File: src/rtl/mem_port_arbiter.sv
// Arbitrates one single-ported memory between the fetch port and the data port,
// sequences the multi-cycle access and produces per-port stall signals.
module mem_port_arbiter #(
  parameter int unsigned AW   = 32,
  parameter int unsigned DW   = 32,
  parameter int unsigned LAT  = 2,
  parameter int unsigned MAXD = 2
) (
  input  logic          clk,
  input  logic          rst,
  input  logic          if_req,
  input  logic [AW-1:0] if_addr,
  output logic [DW-1:0] if_rdata,
  output logic          if_ack,
  input  logic          d_read,
  input  logic          d_write,
  input  logic [AW-1:0] d_addr,
  input  logic [DW-1:0] d_wdata,
  output logic [DW-1:0] d_rdata,
  output logic          d_ack,
  output logic          stall_if,
  output logic          stall_d,
  output logic          d_err,
  output logic          mem_en,
  output logic          mem_we,
  output logic [AW-1:0] mem_addr,
  output logic [DW-1:0] mem_wdata,
  input  logic [DW-1:0] mem_rdata
);

  localparam int unsigned CW  = (LAT > 1) ? $clog2(LAT) : 1;
  localparam int unsigned DCW = (MAXD > 0) ? $clog2(MAXD + 1) : 1;

  typedef enum logic {IDLE, ACCESS} state_t;

  state_t          state, state_nxt;
  logic [CW-1:0]   cnt, cnt_nxt;
  logic [DCW-1:0]  dcnt, dcnt_nxt;
  logic            owner_d, owner_d_nxt;
  logic            en_nxt, we_nxt, if_ack_nxt, d_ack_nxt, d_err_nxt;
  logic [AW-1:0]   addr_nxt;
  logic [DW-1:0]   wdata_nxt, if_rdata_nxt, d_rdata_nxt;
  logic            dreq;

  assign dreq     = d_read | d_write;
  assign stall_if = if_req & ~if_ack;
  assign stall_d  = dreq & ~d_ack;

  always_ff @(posedge clk) begin
    if (!rst) begin
      state     <= IDLE;
      cnt       <= '0;
      dcnt      <= '0;
      owner_d   <= 1'b0;
      mem_en    <= 1'b0;
      mem_we    <= 1'b0;
      mem_addr  <= '0;
      mem_wdata <= '0;
      if_rdata  <= '0;
      d_rdata   <= '0;
      if_ack    <= 1'b0;
      d_ack     <= 1'b0;
      d_err     <= 1'b0;
    end else begin
      state     <= state_nxt;
      cnt       <= cnt_nxt;
      dcnt      <= dcnt_nxt;
      owner_d   <= owner_d_nxt;
      mem_en    <= en_nxt;
      mem_we    <= we_nxt;
      mem_addr  <= addr_nxt;
      mem_wdata <= wdata_nxt;
      if_rdata  <= if_rdata_nxt;
      d_rdata   <= d_rdata_nxt;
      if_ack    <= if_ack_nxt;
      d_ack     <= d_ack_nxt;
      d_err     <= d_err_nxt;
    end
  end

  always_comb begin
    state_nxt    = state;
    cnt_nxt      = cnt;
    dcnt_nxt     = dcnt;
    owner_d_nxt  = owner_d;
    en_nxt       = mem_en;
    we_nxt       = mem_we;
    addr_nxt     = mem_addr;
    wdata_nxt    = mem_wdata;
    if_rdata_nxt = if_rdata;
    d_rdata_nxt  = d_rdata;
    if_ack_nxt   = 1'b0;
    d_ack_nxt    = 1'b0;
    d_err_nxt    = 1'b0;
    unique case (state)
      IDLE: begin
        // Data wins unless fetch has already waited through MAXD data grants.
        if (dreq && !(if_req && dcnt == DCW'(MAXD))) begin
          state_nxt   = ACCESS;
          cnt_nxt     = CW'(LAT - 1);
          owner_d_nxt = 1'b1;
          en_nxt      = 1'b1;
          we_nxt      = d_write;
          addr_nxt    = d_addr;
          wdata_nxt   = d_wdata;
          d_err_nxt   = d_read & d_write;
          if (!if_req)                  dcnt_nxt = '0;
          else if (dcnt != DCW'(MAXD))  dcnt_nxt = dcnt + DCW'(1);
        end else if (if_req) begin
          state_nxt   = ACCESS;
          cnt_nxt     = CW'(LAT - 1);
          owner_d_nxt = 1'b0;
          en_nxt      = 1'b1;
          we_nxt      = 1'b0;
          addr_nxt    = if_addr;
          wdata_nxt   = '0;
          dcnt_nxt    = '0;
        end
      end
      ACCESS: begin
        if (cnt == '0) begin
          state_nxt = IDLE;
          en_nxt    = 1'b0;
          we_nxt    = 1'b0;
          if (owner_d) begin
            d_ack_nxt = 1'b1;
            if (!mem_we) d_rdata_nxt = mem_rdata;
          end else begin
            if_ack_nxt   = 1'b1;
            if_rdata_nxt = mem_rdata;
          end
        end else begin
          cnt_nxt = cnt - CW'(1);
        end
      end
      default: state_nxt = IDLE;
    endcase
  end

endmodule

File: config.mk
export PLATFORM = sky130hd
export DESIGN_NAME = mem_port_arbiter
export DESIGN_NICKNAME = d
export VERILOG_FILES = /design/src/rtl/mem_port_arbiter.sv
export SDC_FILE = /design/constraint.sdc
export NUM_CORES = 1
export LEC_CHECK = 0
export ABC_CLOCK_PERIOD_IN_PS = 3000
export BUFFER_PORTS_ARGS = -buffer_cell sky130_fd_sc_hd__buf_2
export CORE_MARGIN = 8
export CORE_UTILIZATION = 50
export DETAILED_ROUTE_END_ITERATION = 16
export GPL_ROUTABILITY_DRIVEN = 0
export GPL_TIMING_DRIVEN = 0
export PLACE_DENSITY = 0.92
export SYNTH_ARGS = -nofsm -noshare
export SYNTH_HDL_FRONTEND = slang
export SYNTH_SLANG_ARGS = --single-unit
File: constraint.sdc
create_clock -name clk -period 3 [get_ports clk]
set_input_delay 0.6 -clock clk [delete_from_list [all_inputs] [get_ports clk]]
set_output_delay 0.6 -clock clk [all_outputs]
set_load 0.005 [all_outputs]
# After elaboration in Yosys (flattened, before gate mapping)
# Index checks and enable logic that the tools add are counted.
# word_totals
word_cells	67
inputBits	133
output_inout_bits	135
register_bits	138
# op_classes
muxes	24
bitwise_logic	12
n_addsub	2
n_reduce_logical	11
n_eq_ne	5
# op_table
cell	n
32-bit 2-to-1 mux	4
1-bit 2-to-1 mux	12
2-bit 2-to-1 mux	4
1-bit NOT	8
1-bit case mux with 2 select lines	4
3-bit AND reduction	2
3-bit OR reduction	2
2-bit inequality test, second input constant	2
2-bit AND reduction	2
4-bit AND reduction	1
1-bit bitwise AND	3
3-bit by 2-bit inequality test with 1-bit output, second input constant	1
3-bit inequality test, second input constant	1
2-bit by 1-bit adder with 2-bit output, second input constant	1
2-bit == test, second input constant	1
1-bit logical AND	2
2-bit nonzero test	1
1-bit logical NOT	1
1-bit OR	1
1-bit subtractor, second input constant	1

# Depth between registers and ports, before layout
# Gate-level depths: netlist of run 1.
# logic_depth
ltp_word	6
ltp_mapped	7
depth_no_buf	5

# Worst setup path before layout of run 1
# OpenSTA, ideal clock, no wires.
# synth_path
path_kind	input-to-reg
start	input port d_write
end	register mem_addr[10]
cell_stages	5
arrival_time_ns	1.446
setup_time_ns	0.147
required_ns	2.853
setup_slack_ns	1.407
n_path_buf	2
cell_sequence	or3_1 -> buf_4 -> buf_6 -> a21oi_2 -> a311oi_2
# synth_via
elab_chain_len	4
elab_cells_between_ends	5
cone_classes	mux: 1; bitwise: 1; reduce/logical: 3
# synth_lines
element	line	rtl
from (decl)	16	input logic d_write,
1-bit OR *	45	assign dreq = d_read | d_write;
1-bit logical AND *	98	if (dreq && !(if_req && dcnt == DCW'(MAXD))) begin
2-bit nonzero test (no source line)	-	
2-bit AND reduction (no source line)	-	
to (signal assigned)	71	mem_addr <= addr_nxt;
to (decl)	26	output logic [AW-1:0] mem_addr,
# Mark *: on every way between the ends. The rest lies on a longest branch, timed or not.
# A chain may end at the register's enable or synchronous reset.

# Worst setup path in the final report of run 1
# layout_path
start	register if_ack
end	output port stall_if
# layout_via
elab_chain_len	2
# layout_lines
element	line	rtl
from (decl)	14	output logic if_ack,
from (signal assigned)	75	if_ack <= if_ack_nxt;
1-bit NOT	46	assign stall_if = if_req & ~if_ack;
1-bit bitwise AND	46	
to (decl)	21	output logic stall_if,
# No other way between the ends.

==> summary.md, run 1 <==
| Metric | Value |
|---|---|
| Outcome | finished, final reports clean |
| TritonCTS Buffers | 17 |
| Area Growth Syn to Fin | 38.1% |
| Initial antenna violation count | 0 |
| RSZ-0062 raised after global routing | no |
| Min Tclk post-route | 1.72 ns |
| Placed Area | a little over 0.007 sq mm |
| Post-CTS Hold Buffers | 0 |
| Vias in the first global route | around 6000 |
| Largest net degree at the start of global routing | 17 |
| DRC | 0 |
| Slew headroom | 0.514 |
| Nets@finish | ~1100 |
| Die area | around 0.015 sq mm |
| Post-CTS Resized | 0 |
| Reg area | approximately 0.0028 sq mm |
| Hpwl dp | around 15000 microns |
| Worst vdd ir | 0.455 mV |
| Initial DRT Pass Iterations | 5 |
| Slew @ Worst Pin | 0.729 ns |
| Pleak | approximately 3.5 nW |
| Routed wire length | roughly 20000 microns |
| Kind of critical path | reg2out |
| CP arrival | roughly 1.1 ns |
| Crit path capture type | primary output |
| Layout cell share with drive strength beyond 1 | 0.411 |
| Worst-path fanout max | 2 |
| CTS Sinks | 138 |
| Fill count | around 870 |
| EDFF count, synth | 0 |
| Die height | ~120 microns |
| DR WL/cell | 18.2 microns |
| Die width | 121 microns |
| Sequential area share after synthesis | 0.498 |
| Final Max Tran Viols | 0 |
| Initial Utilization | 0.512 |
| Max-Cap Viols | 0 |
| Via count | between 5000 and 6000 |
| Clk Latency, worst-skew pair | between 0.5 and 0.6 ns |
| Synth Cell Area | approximately 0.0055 sq mm |
| Net Count, Synth | approximately 790 |
| Ys flop type | dfxtp_1 |
| Yosys reg bits | roughly 140 |
| Worst-case clock buffer depth | 2 |
| Avg Cell Area, Syn | 8.47 sq um |
| CTS tree | done |
| Post-synth ARST share | 0 |
| Vias per inst | roughly 5.4 |
| IO Port Bufs | roughly 270 |
| Post-route ant nets | 0 |
| CP required | about 2.4 ns |
| Clock skew | around 0.0065 ns |
| I/O pin count | around 270 |
| GRT Residual Overflow | 0 |
| Count of final hold-check violations | 0 |
| Core Area | about 0.011 sq mm |
| Overall routing resource usage | 0.262 |
| Footprint of the multi-input gates | around 0.0024 sq mm |
| Row count | 38 |
| Synth warnings | 0 |
| Root buf cell | clkbuf_8 |
| H-tree depth | 4 |
| Synth Instances | between 600 and 700 |
| Initial DRC count | between 400 and 500 |
| N_diodes | 0 |
| Startpoint type of the worst setup path | flop |
| Finished Cell Area | approximately 0.0077 sq mm |
| Setup TNS | 0 ns |
| Yosys cell types | 33 |
| Fin crit share | 0.573 |
| Hold WC Path Type | in2reg |
| Post-CTS setup buffers | 0 |
| Fmax | a little under 600 MHz |
| Worst-path clk slew | around 0.060 ns |
| First-pass GRT wire length | 30500 microns |
| Final setup violation count | 0 |
| Pwr/cell area | 636 mW/mm^2 |
[per-layer routing]
layer  GRT usage  routed length (microns)  up-vias  part of all wire
met2       0.454                     9780      301              0.49
met1       0.277                     7490     2732              0.38
met5           0                        0        -                 0
met3      0.0940                     2050       44              0.10
met4       0.126                      610        0             0.031
li1            -                        -     2827                 -
[power breakdown]
group | leakage (nW) | switching (mW) | internal (mW)
clock | 0.288 | 0.820 | 1.29
combinational | 2.06 | 0.415 | 0.311
sequential | 1.13 | 0.0771 | 1.96
[through the flow]
step | util | setup slack [ns] | power [mW] | instances | hold WS (ns)
detailed placement | 0.651 | 0.749 | 2.79 | 1062 | 0.443
CTS | 0.706 | 1.25 | 4.88 | 1094 | 0.302
floorplan | - | 1.41 | 2.45 | 655 | 0.453
finish | 0.706 | 1.28 | 4.87 | 1094 | 0.316
global route | 0.706 | 1.21 | 5.05 | 1094 | 0.307
global placement | 0.651 | 0.766 | 2.77 | 1062 | 0.438
[cells in the mapped netlist, types with 3 or more instances]
cell type | instances | area, sq um
o21ai_1 | 10 | 50.1
clkbuf_1 | 21 | 78.8
a311oi_2 | 24 | 360
o21ai_0 | 25 | 125
buf_2 | 25 | 125
a311oi_1 | 8 | 70.1
a21oi_1 | 109 | 546
a21oi_2 | 24 | 210
buf_6 | 3 | 33.8
nor2_1 | 6 | 22.5
nand2_1 | 196 | 736
buf_4 | 10 | 75.1
dfxtp_1 | 138 | 2760
nand3_1 | 33 | 165
[registers in the layout (all words and copies together) (netlist names), 2 cells and up]
register / flops
d_rdata: 32
dcnt: 2
mem_addr: 32
mem_wdata: 32
if_rdata: 32
[final cells by class]
cell class / count / area share
clock buffers: 18 / 0.0559
multi-input cells: 452 / 0.320
plain buffers: 61 / 0.0418
clock inverters: 14 / 0.0224
well taps: 140 / 0.0229
repair buffers: 267 / 0.175
inverters: 4 / 0.00196
flip-flops and latches: 138 / 0.361
[critical path, stage by stage, from the launching register on]
cell	delay, ns
dfxtp_1	0.34
nor2b_1	0.11
buf_2	0.13
[placed cells by master, fill, tap and decap left out, types with 2 or more instances in the layout]
| cell | count |
|---|---|
| inv_2 | 2 |
| a311oi_2 | 24 |
| clkinvlp_4 | 3 |
| a21oi_2 | 24 |
| clkbuf_8 | 2 |
| dfxtp_1 | 138 |
| clkbuf_16 | 16 |
| nand3_1 | 33 |
| buf_1 | 2 |
| buf_4 | 10 |
| o21ai_0 | 25 |
| inv_1 | 2 |
| buf_6 | 3 |
| clkbuf_1 | 21 |
| clkinv_2 | 3 |
| clkinv_4 | 3 |
| buf_2 | 292 |
| nand4_1 | 2 |
| a311oi_1 | 8 |
| inv_6 | 2 |
| bufinv_16 | 3 |
| a21oi_1 | 109 |
| nor2_1 | 6 |
| o21ai_1 | 10 |
| nand2_1 | 196 |
[worst paths after layout]
check	from	endpoint	slack, ns	depth (start not counted)
setup / recovery	if_ack	stall_if	1.28	2
hold / removal	mem_rdata[14]	if_rdata[14]	0.32	3
setup reg to reg	dcnt[0]	mem_wdata[29]	1.36	7
hold reg to reg	d_rdata[10]	d_rdata[10]	0.45	2
[kinds of logic (layout without fill, tap and decap cells)]
logic type | Yosys count | after routing | synth area share
and+or+nand+nor | 246 | 246 | 0.184
AOI/OAI and AO/OA | 205 | 205 | 0.255
buffers and inverters | 65 | 364 | 0.0605
adders and majority gates | 1 | 1 | 0.00226
DFF | 138 | 138 | 0.498
Power figures use the tool's default switching activity.
==> run 2, diff against run 1 <==
==> config.mk (replaced) <==
export PLATFORM = sky130hd
export DESIGN_NAME = mem_port_arbiter
export DESIGN_NICKNAME = d
export VERILOG_FILES = /design/src/rtl/mem_port_arbiter.sv
export SDC_FILE = /design/constraint.sdc
export NUM_CORES = 1
export LEC_CHECK = 0
export ABC_CLOCK_PERIOD_IN_PS = 1550
export BUFFER_PORTS_ARGS = -buffer_cell sky130_fd_sc_hd__buf_2
export CORE_MARGIN = 8
export CORE_UTILIZATION = 42
export DETAILED_ROUTE_END_ITERATION = 16
export GPL_ROUTABILITY_DRIVEN = 0
export GPL_TIMING_DRIVEN = 0
export PLACE_DENSITY = 0.83
export SYNTH_ARGS = -nofsm -noshare
export SYNTH_HDL_FRONTEND = slang
export SYNTH_SLANG_ARGS = --single-unit
==> constraint.sdc (replaced) <==
create_clock -name clk -period 1.55 [get_ports clk]
set_input_delay 0.31 -clock clk [delete_from_list [all_inputs] [get_ports clk]]
set_output_delay 0.31 -clock clk [all_outputs]
set_load 0.005 [all_outputs]
==> run 2 against run 1 <==
Hold slack got worse by 0.17 ns. Critical path depth rose by 4. Cell area is 1.9% higher. Clock skew up 0.00095 ns. Clock-buffer cell count unchanged. Worst setup slack worse by 1.2 ns. Highest routed layer unchanged. Global-route usage decreased by 4.2 points. Critical endpoint is now mem_addr[19]. Non-clock buffer count rose by 1. Core utilization is 11 points lower. Clock power increased by 100%.
==> summary.md, run 2 (synthesized netlist as in run 1, its figures left out) <==
| Metric | Value |
|---|---|
| Fin crit share | 0.955 |
| Seq pwr share | 0.409 (-0.009) |
| Fmax | roughly 680 MHz |
| DR WL/cell | 16.9 microns (-7.0%) |
| Pwr/cell area | 1230 mW/mm^2 (+94%) |
| Routed wire length | 19200 microns (-3.9%) |
| IO Port Bufs | 267 (unchanged) |
| Pleak | 3.52 nW (+1.1%) |
| Switching Share | 0.260 (-0.00879) |
| Via count | 5791 (-1.9%) |
| Placed Area | 0.00710 sq mm (+0.64%) |
| Slew headroom | 0.532 (+0.0181) |
| Vias per inst | 5.12 (-5.1%) |
| Startpoint type of the worst setup path | flop |
| Worst-case clock buffer depth | 2 (unchanged) |
| Outcome | finished, final reports clean |
| Hpwl dp | 14800 microns (-2.2%) |
| Worst-path fanout max | 10 (+8) |
| Hold WC Path Type | in2reg |
| CP required | 1.87 ns (-0.53 ns) |
| Die width | 131 microns (+7.9%) |
| Clock Power Share | 0.445 (+0.012) |
| Slew @ Worst Pin | 0.701 ns (-0.0271 ns) |
| Nets@finish | 1076 (+0.093%) |
| First-pass GRT wire length | 29400 microns (-3.7%) |
| N_diodes | 0 (unchanged) |
| Initial Utilization | 0.424 (-0.0878) |
| Final Util | 0.596 (-0.110) |
| Cell-internal power | 7.12 mW (+100%) |
| Largest stage delay on the critical path | 0.31 ns (-0.03 ns) |
| Area Growth Syn to Fin | 40.7% |
| I/O pin count | 268 (unchanged) |
| Internal reg-to-reg setup slack | 0.07 ns (-1.29 ns) |
| Root buf cell | clkbuf_16 |
| Commonest non-fill, non-tap cell in the layout | buf_2 |
| Clk Latency, worst-skew pair | 0.41 ns (-0.12 ns) |
| Finished Cell Area | 0.00780 sq mm (+1.9%) |
| Critical Path, Cell by Cell | inv_1 > ha_2 > o2bb2ai_2 > buf_4 > nand2_1 > a311oi_2 |
| TritonCTS Buffers | 17 (unchanged) |
| CTS tree | done |
| Vias in the first global route | 5852 (-2.9%) |
| RSZ-0062 raised after global routing | yes |
| Layout cell share with drive strength beyond 1 | 0.418 (+0.00690) |
| Kind of critical path | reg2reg |
| GRT Residual Overflow | 0 (unchanged) |
| Post-route ant nets | 0 (unchanged) |
| Row count | 42 (+11%) |
| Worst vdd ir | 0.702 mV (+54%) |
| Final Max Tran Viols | 0 (unchanged) |
| CP arrival | 1.80 ns (+0.68 ns) |
| Min Tclk post-route | between 1 and 1.5 ns |
| Crit path capture type | flop |
| Most frequent cells in the layout | buf_2, nand2_1, dfxtp_1 |
| Logic pwr share | 0.147 (-0.002) |
| Clock skew | 0.00741 ns (+0.000953 ns) |
| DRC | 0 (unchanged) |
| Crit path max-delay family | compound AO/OA/AOI/OAI gates |
| P_sw | 2.51 mW (+91%) |
| Initial antenna violation count | 0 (unchanged) |
| Count of final hold-check violations | 0 (unchanged) |
| Initial DRT Pass Iterations | 4 (-1) |
| Die area | 0.0171 sq mm (+16%) |
| Buf/Inv on CP | 2 (+1) |
| Worst-path clk slew | 0.06 ns (about the same) |
| CTS Sinks | 138 (unchanged) |
| Initial DRC count | 229 (-50%) |
| Die height | 131 microns (+7.9%) |
| Overall routing resource usage | 0.220 (-0.0416) |
| Final setup violation count | 0 (unchanged) |
| Max stage delay cell, worst path | dfxtp_1 |
| Max-Cap Viols | 0 (unchanged) |
| Largest net degree at the start of global routing | 17 (unchanged) |
| Core Area | 0.0131 sq mm (+21%) |
| H-tree depth | 4 (unchanged) |
run 2: cell count changes in the layout (fill, tap and decap cells not counted), moves of 2 or more:
cell      previous run  this run
dfxtp_2              0         2
clkbuf_1            21        18
buf_2              292       280
buf_4               10        15
clkbuf_4             0         7
dfxtp_1            138       136
clkbuf_8             2         0
buf_6                3         6
clkbuf_2             0         2
run 2: stage by stage:
step	power, mW	std cells	setup TNS (ns)	setup WS (ns)	hold slack (ns)
2_1_floorplan	4.74	655	0	0.223	0.424
3_3_place_gp	5.37	1098	-17.03	-0.367	0.438
3_5_place_dp	5.40	1098	-17.56	-0.397	0.445
4_1_cts	9.71	1130	-0.0240	-0.0131	0.125
5_1_grt	10.0	1131	-0.0177	-0.00735	0.140
6_report	9.62	1131	0	0.0695	0.146
run 2: routing by layer:
metal  up-vias  routed length (microns)  GRT usage
li1       2836                        -          -
met1      2695                     7460      0.242
met2       241                     9430      0.381
met3        19                     2010     0.0804
met4         0                      253     0.0851
met5         -                        0          0
run 2: final timing paths:
kind | to | cells after the start | startpoint
setup / recovery | mem_addr[19] | 6 | dcnt[0]
hold / removal | d_rdata[19] | 3 | mem_rdata[19]
setup reg to reg | mem_addr[19] | 6 | dcnt[0]
hold reg to reg | if_rdata[4] | 2 | if_rdata[4]
run 2: power by group through the flow:
stage                     combinational (mW)  sequential [mW]  clock [mW]
after detailed placement                1.40             4.00           0
after floorplan                        0.721             4.02           0
after CTS                               1.41             3.93        4.37
after global routing                    1.56             3.96        4.53
after global placement                  1.38             3.99           0
final                                   1.41             3.93        4.28
run 2: final cells by class:
class	count	area, sq um
plain buffers	59	357
clock buffers	18	429
clock inverters	14	195
fillers	1190	5280
inverters	4	15.0
multi-input cells	452	2460
flip-flops and latches	138	2770
well taps	176	220
repair buffers	270	1360
run 2: worst reg2reg max path, cell delays in order, from the launching register on:
cell and delay [ns]:
dfxtp_1 0.31, inv_1 0.07, ha_2 0.22, o2bb2ai_2 0.18, buf_4 0.24, nand2_1 0.10
a311oi_2 0.28
run 2: what timing repair did:
item | 4_1_cts | 5_1_grt
buffers inserted | 0 | 3
hold buffers | 0 | 0
endpoints found under the hold margin | 0 | 0
endpoints found under the setup margin | 34 | 98
pin swaps | 0 | 1
gates resized for setup | 3 | 25
==> run 3, diff against run 2 <==
==> config.mk (replaced) <==
export PLATFORM = sky130hd
export DESIGN_NAME = mem_port_arbiter
export DESIGN_NICKNAME = d
export VERILOG_FILES = /design/src/rtl/mem_port_arbiter.sv
export SDC_FILE = /design/constraint.sdc
export NUM_CORES = 1
export LEC_CHECK = 0
export ABC_CLOCK_PERIOD_IN_PS = 1400
export BUFFER_PORTS_ARGS = -buffer_cell sky130_fd_sc_hd__buf_2
export CORE_MARGIN = 8
export CORE_UTILIZATION = 46
export DETAILED_ROUTE_END_ITERATION = 16
export GPL_ROUTABILITY_DRIVEN = 0
export GPL_TIMING_DRIVEN = 0
export PLACE_DENSITY = 0.86
export SYNTH_ARGS = -nofsm -noshare
export SYNTH_HDL_FRONTEND = slang
export SYNTH_SLANG_ARGS = --single-unit
==> constraint.sdc (replaced) <==
create_clock -name clk -period 1.4 [get_ports clk]
set_input_delay 0.28 -clock clk [delete_from_list [all_inputs] [get_ports clk]]
set_output_delay 0.28 -clock clk [all_outputs]
set_load 0.005 [all_outputs]
==> run 3 against run 2 <==
The run now ends with setup timing left. Hold slack worse by 0.032 ns. Combinational power increased by 18%. Die area shrank 7.7%. Sequential share of layout area is 0.68 points lower. Clock-buffer cell count increased by 2. Non-clock buffer count rose by 4. First-iteration DRC count grew 63%. Cell count shrank 2.3%. Critical endpoint is now mem_addr[3]. Largest cell class unchanged. Largest power group unchanged.
==> summary.md, run 3 (synthesized netlist as in run 1, its figures left out) <==
| Metric | Value |
|---|---|
| Outcome | finished with violations |
| Failing checks | setup timing |
| Initial DRT Pass Iterations | 5 (+1) |
| CTS Sinks | 138 (unchanged) |
| Slew headroom | 0.510 (-0.0220) |
| Fill count | 977 (-18%) |
| GRT Residual Overflow | 0 (unchanged) |
| Row count | 40 (-4.8%) |
| RSZ-0062 raised after global routing | yes |
| Core Area | 0.0119 sq mm (-9.0%) |
| Reg area | 0.00277 sq mm (+0.18%) |
| Fmax | 711 MHz (+5.2%) |
| Final std cells w/o fill | 1105 (-2.3%) |
| H-tree depth | 4 (unchanged) |
| Pleak | 3.61 nW (+2.4%) |
| CP arrival | 1.73 ns (-0.07 ns) |
| Clk Latency, worst-skew pair | 0.42 ns (about the same) |
| Critical Path, Cell by Cell | inv_2 > ha_4 > a2bb2oi_4 > buf_6 > buf_12 > nand2_2 > a311oi_2 |
| Max stage delay cell, worst path | dfxtp_2 |
| Worst Setup Slack, final | -0.00711 ns (-0.0766 ns) |
| Placed Area | 0.00707 sq mm (-0.51%) |
| Die height | 126 microns (-3.9%) |
| Commonest non-fill, non-tap cell in the layout | buf_2 |
| Worst-case clock buffer depth | 2 (unchanged) |
| Most frequent cells in the layout | buf_2, nand2_1, dfxtp_1 |
| Nets@finish | 1080 (+0.37%) |
| Largest stage delay on the critical path | 0.33 ns (+0.02 ns) |
| Area Growth Syn to Fin | 43.7% |
| Setup TNS | -0.00831 ns (-0.00831 ns) |
| Post-route ant nets | 0 (unchanged) |
| Initial DRC count | 374 (+63%) |
| Worst-path clk slew | 0.06 ns (about the same) |
| Clock skew | 0.00821 ns (+0.000802 ns) |
| Largest net degree at the start of global routing | 17 (unchanged) |
| Layout cell share with drive strength beyond 1 | 0.448 (+0.0300) |
| Max-Cap Viols | 0 (unchanged) |
| CTS tree | done |
| Via count | 5890 (+1.7%) |
| Worst Hold Slack | 0.115 ns (-0.0315 ns) |
| Pwr/cell area | 1360 mW/mm^2 (+9.9%) |
| Count of final hold-check violations | 0 (unchanged) |
| Die area | 0.0158 sq mm (-7.7%) |
| Root buf cell | clkbuf_16 |
| DRC | 0 (unchanged) |
| Startpoint type of the worst setup path | flop |
| I/O pin count | 268 (unchanged) |
| Final Max Tran Viols | 0 (unchanged) |
| Hpwl dp | 14700 microns (-1.2%) |
| Vias in the first global route | 5904 (+0.89%) |
| Design Power | 10.8 mW (+12%) |
| Placed Instances | 1069 (-2.6%) |
| Final setup violation count | 2 (+2) |
| Kind of critical path | reg2reg |
| Vias per inst | 5.33 (+4.1%) |
| Initial Utilization | 0.466 (+0.0418) |
| Min Tclk post-route | 1.41 ns (-0.0734 ns) |
| CP required | 1.73 ns (-0.14 ns) |
| IO Port Bufs | 267 (unchanged) |
| Hold WC Path Type | in2reg |
| Fin crit share | 1.01 (+0.0499) |
| Routed wire length | 19500 microns (+1.7%) |
| Footprint of the multi-input gates | 0.00255 sq mm (+3.7%) |
| Worst vdd ir | 0.734 mV (+4.7%) |
| Slew @ Worst Pin | 0.734 ns (+0.0331 ns) |
| Finished Cell Area | 0.00797 sq mm (+2.1%) |
| DR WL/cell | 17.6 microns (+4.1%) |
| Worst-path fanout max | 5 (-5) |
| Overall routing resource usage | 0.237 (+0.0164) |
| N_diodes | 0 (unchanged) |
| Die width | 126 microns (-3.9%) |
| TritonCTS Buffers | 17 (unchanged) |
| Initial antenna violation count | 1 (+1) |
| First-pass GRT wire length | 30200 microns (+2.8%) |
| Post-CTS Hold Buffers | 0 (unchanged) |
| Crit path capture type | flop |
## run 3: cell types whose count changed in the layout (fill, tap and decap cells not counted), moves of 4 or more
cell / previous run / this run
nand2_1: 196 / 191
buf_6: 6 / 10
nand2_2: 0 / 4
a21oi_1: 109 / 100
a21oi_2: 24 / 33
clkbuf_4: 7 / 2
buf_4: 15 / 21
## run 3: worst paths after layout
| path | from | to | slack, ns | cells after the start |
|---|---|---|---|---|
| worst max-delay path | dcnt[0] | mem_addr[3] | -0.007 | 7 |
| worst min register to register | d_rdata[6] | d_rdata[6] | 0.45 | 2 |
| worst max register to register | dcnt[0] | mem_addr[3] | -0.007 | 7 |
| worst min-delay path | mem_rdata[30] | if_rdata[30] | 0.11 | 3 |
## run 3: per-stage QoR
stage           util  setup WS [ns]
2_1_floorplan      -         0.0725
3_3_place_gp   0.593         -0.459
3_5_place_dp   0.593         -0.480
4_1_cts        0.659        -0.0132
5_1_grt        0.669        -0.0982
6_report       0.669       -0.00711
## run 3: final cells by class
cell class                 count  share of cell area
multi-input combinational    452               0.320
clock inverter                11              0.0210
timing repair buffer         275               0.177
sequential                   138               0.348
clock buffer                  20              0.0586
buffer                        58              0.0504
inverter                       4             0.00188
tap                          147              0.0231
## run 3: power breakdown
| group | internal (mW) | switching [mW] | leakage, nW |
|---|---|---|---|
| combinational | 0.747 | 0.908 | 2.17 |
| sequential | 4.20 | 0.158 | 1.13 |
| clock | 3.11 | 1.68 | 0.308 |
## run 3: repair_timing
item	4_1_cts	5_1_grt
gates resized for setup	39	25
setup endpoints to repair	132	114
setup buffers	3	4
pin swaps	8	5
cloned	0	1
## run 3: per-layer routing
| metal | part of all wire | vias up | wire length (microns) | GRT usage |
|---|---|---|---|---|
| met5 | 0.00041 | - | 8 | 0 |
| met4 | 0.029 | 2 | 558 | 0.110 |
| met3 | 0.10 | 38 | 1960 | 0.100 |
| met2 | 0.47 | 293 | 9230 | 0.401 |
| met1 | 0.40 | 2721 | 7730 | 0.252 |
| li1 | - | 2836 | - | - |
## run 3: critical path, delay by kind of cell (launching register included)
kind | cells | cell delay, ns
flip-flops | 1 | 0.33
buffers and inverters | 3 | 0.33
AO/OA/AOI/OAI | 2 | 0.44
adder cells (fa/ha/maj) | 1 | 0.16
AND/OR/NAND/NOR | 1 | 0.05
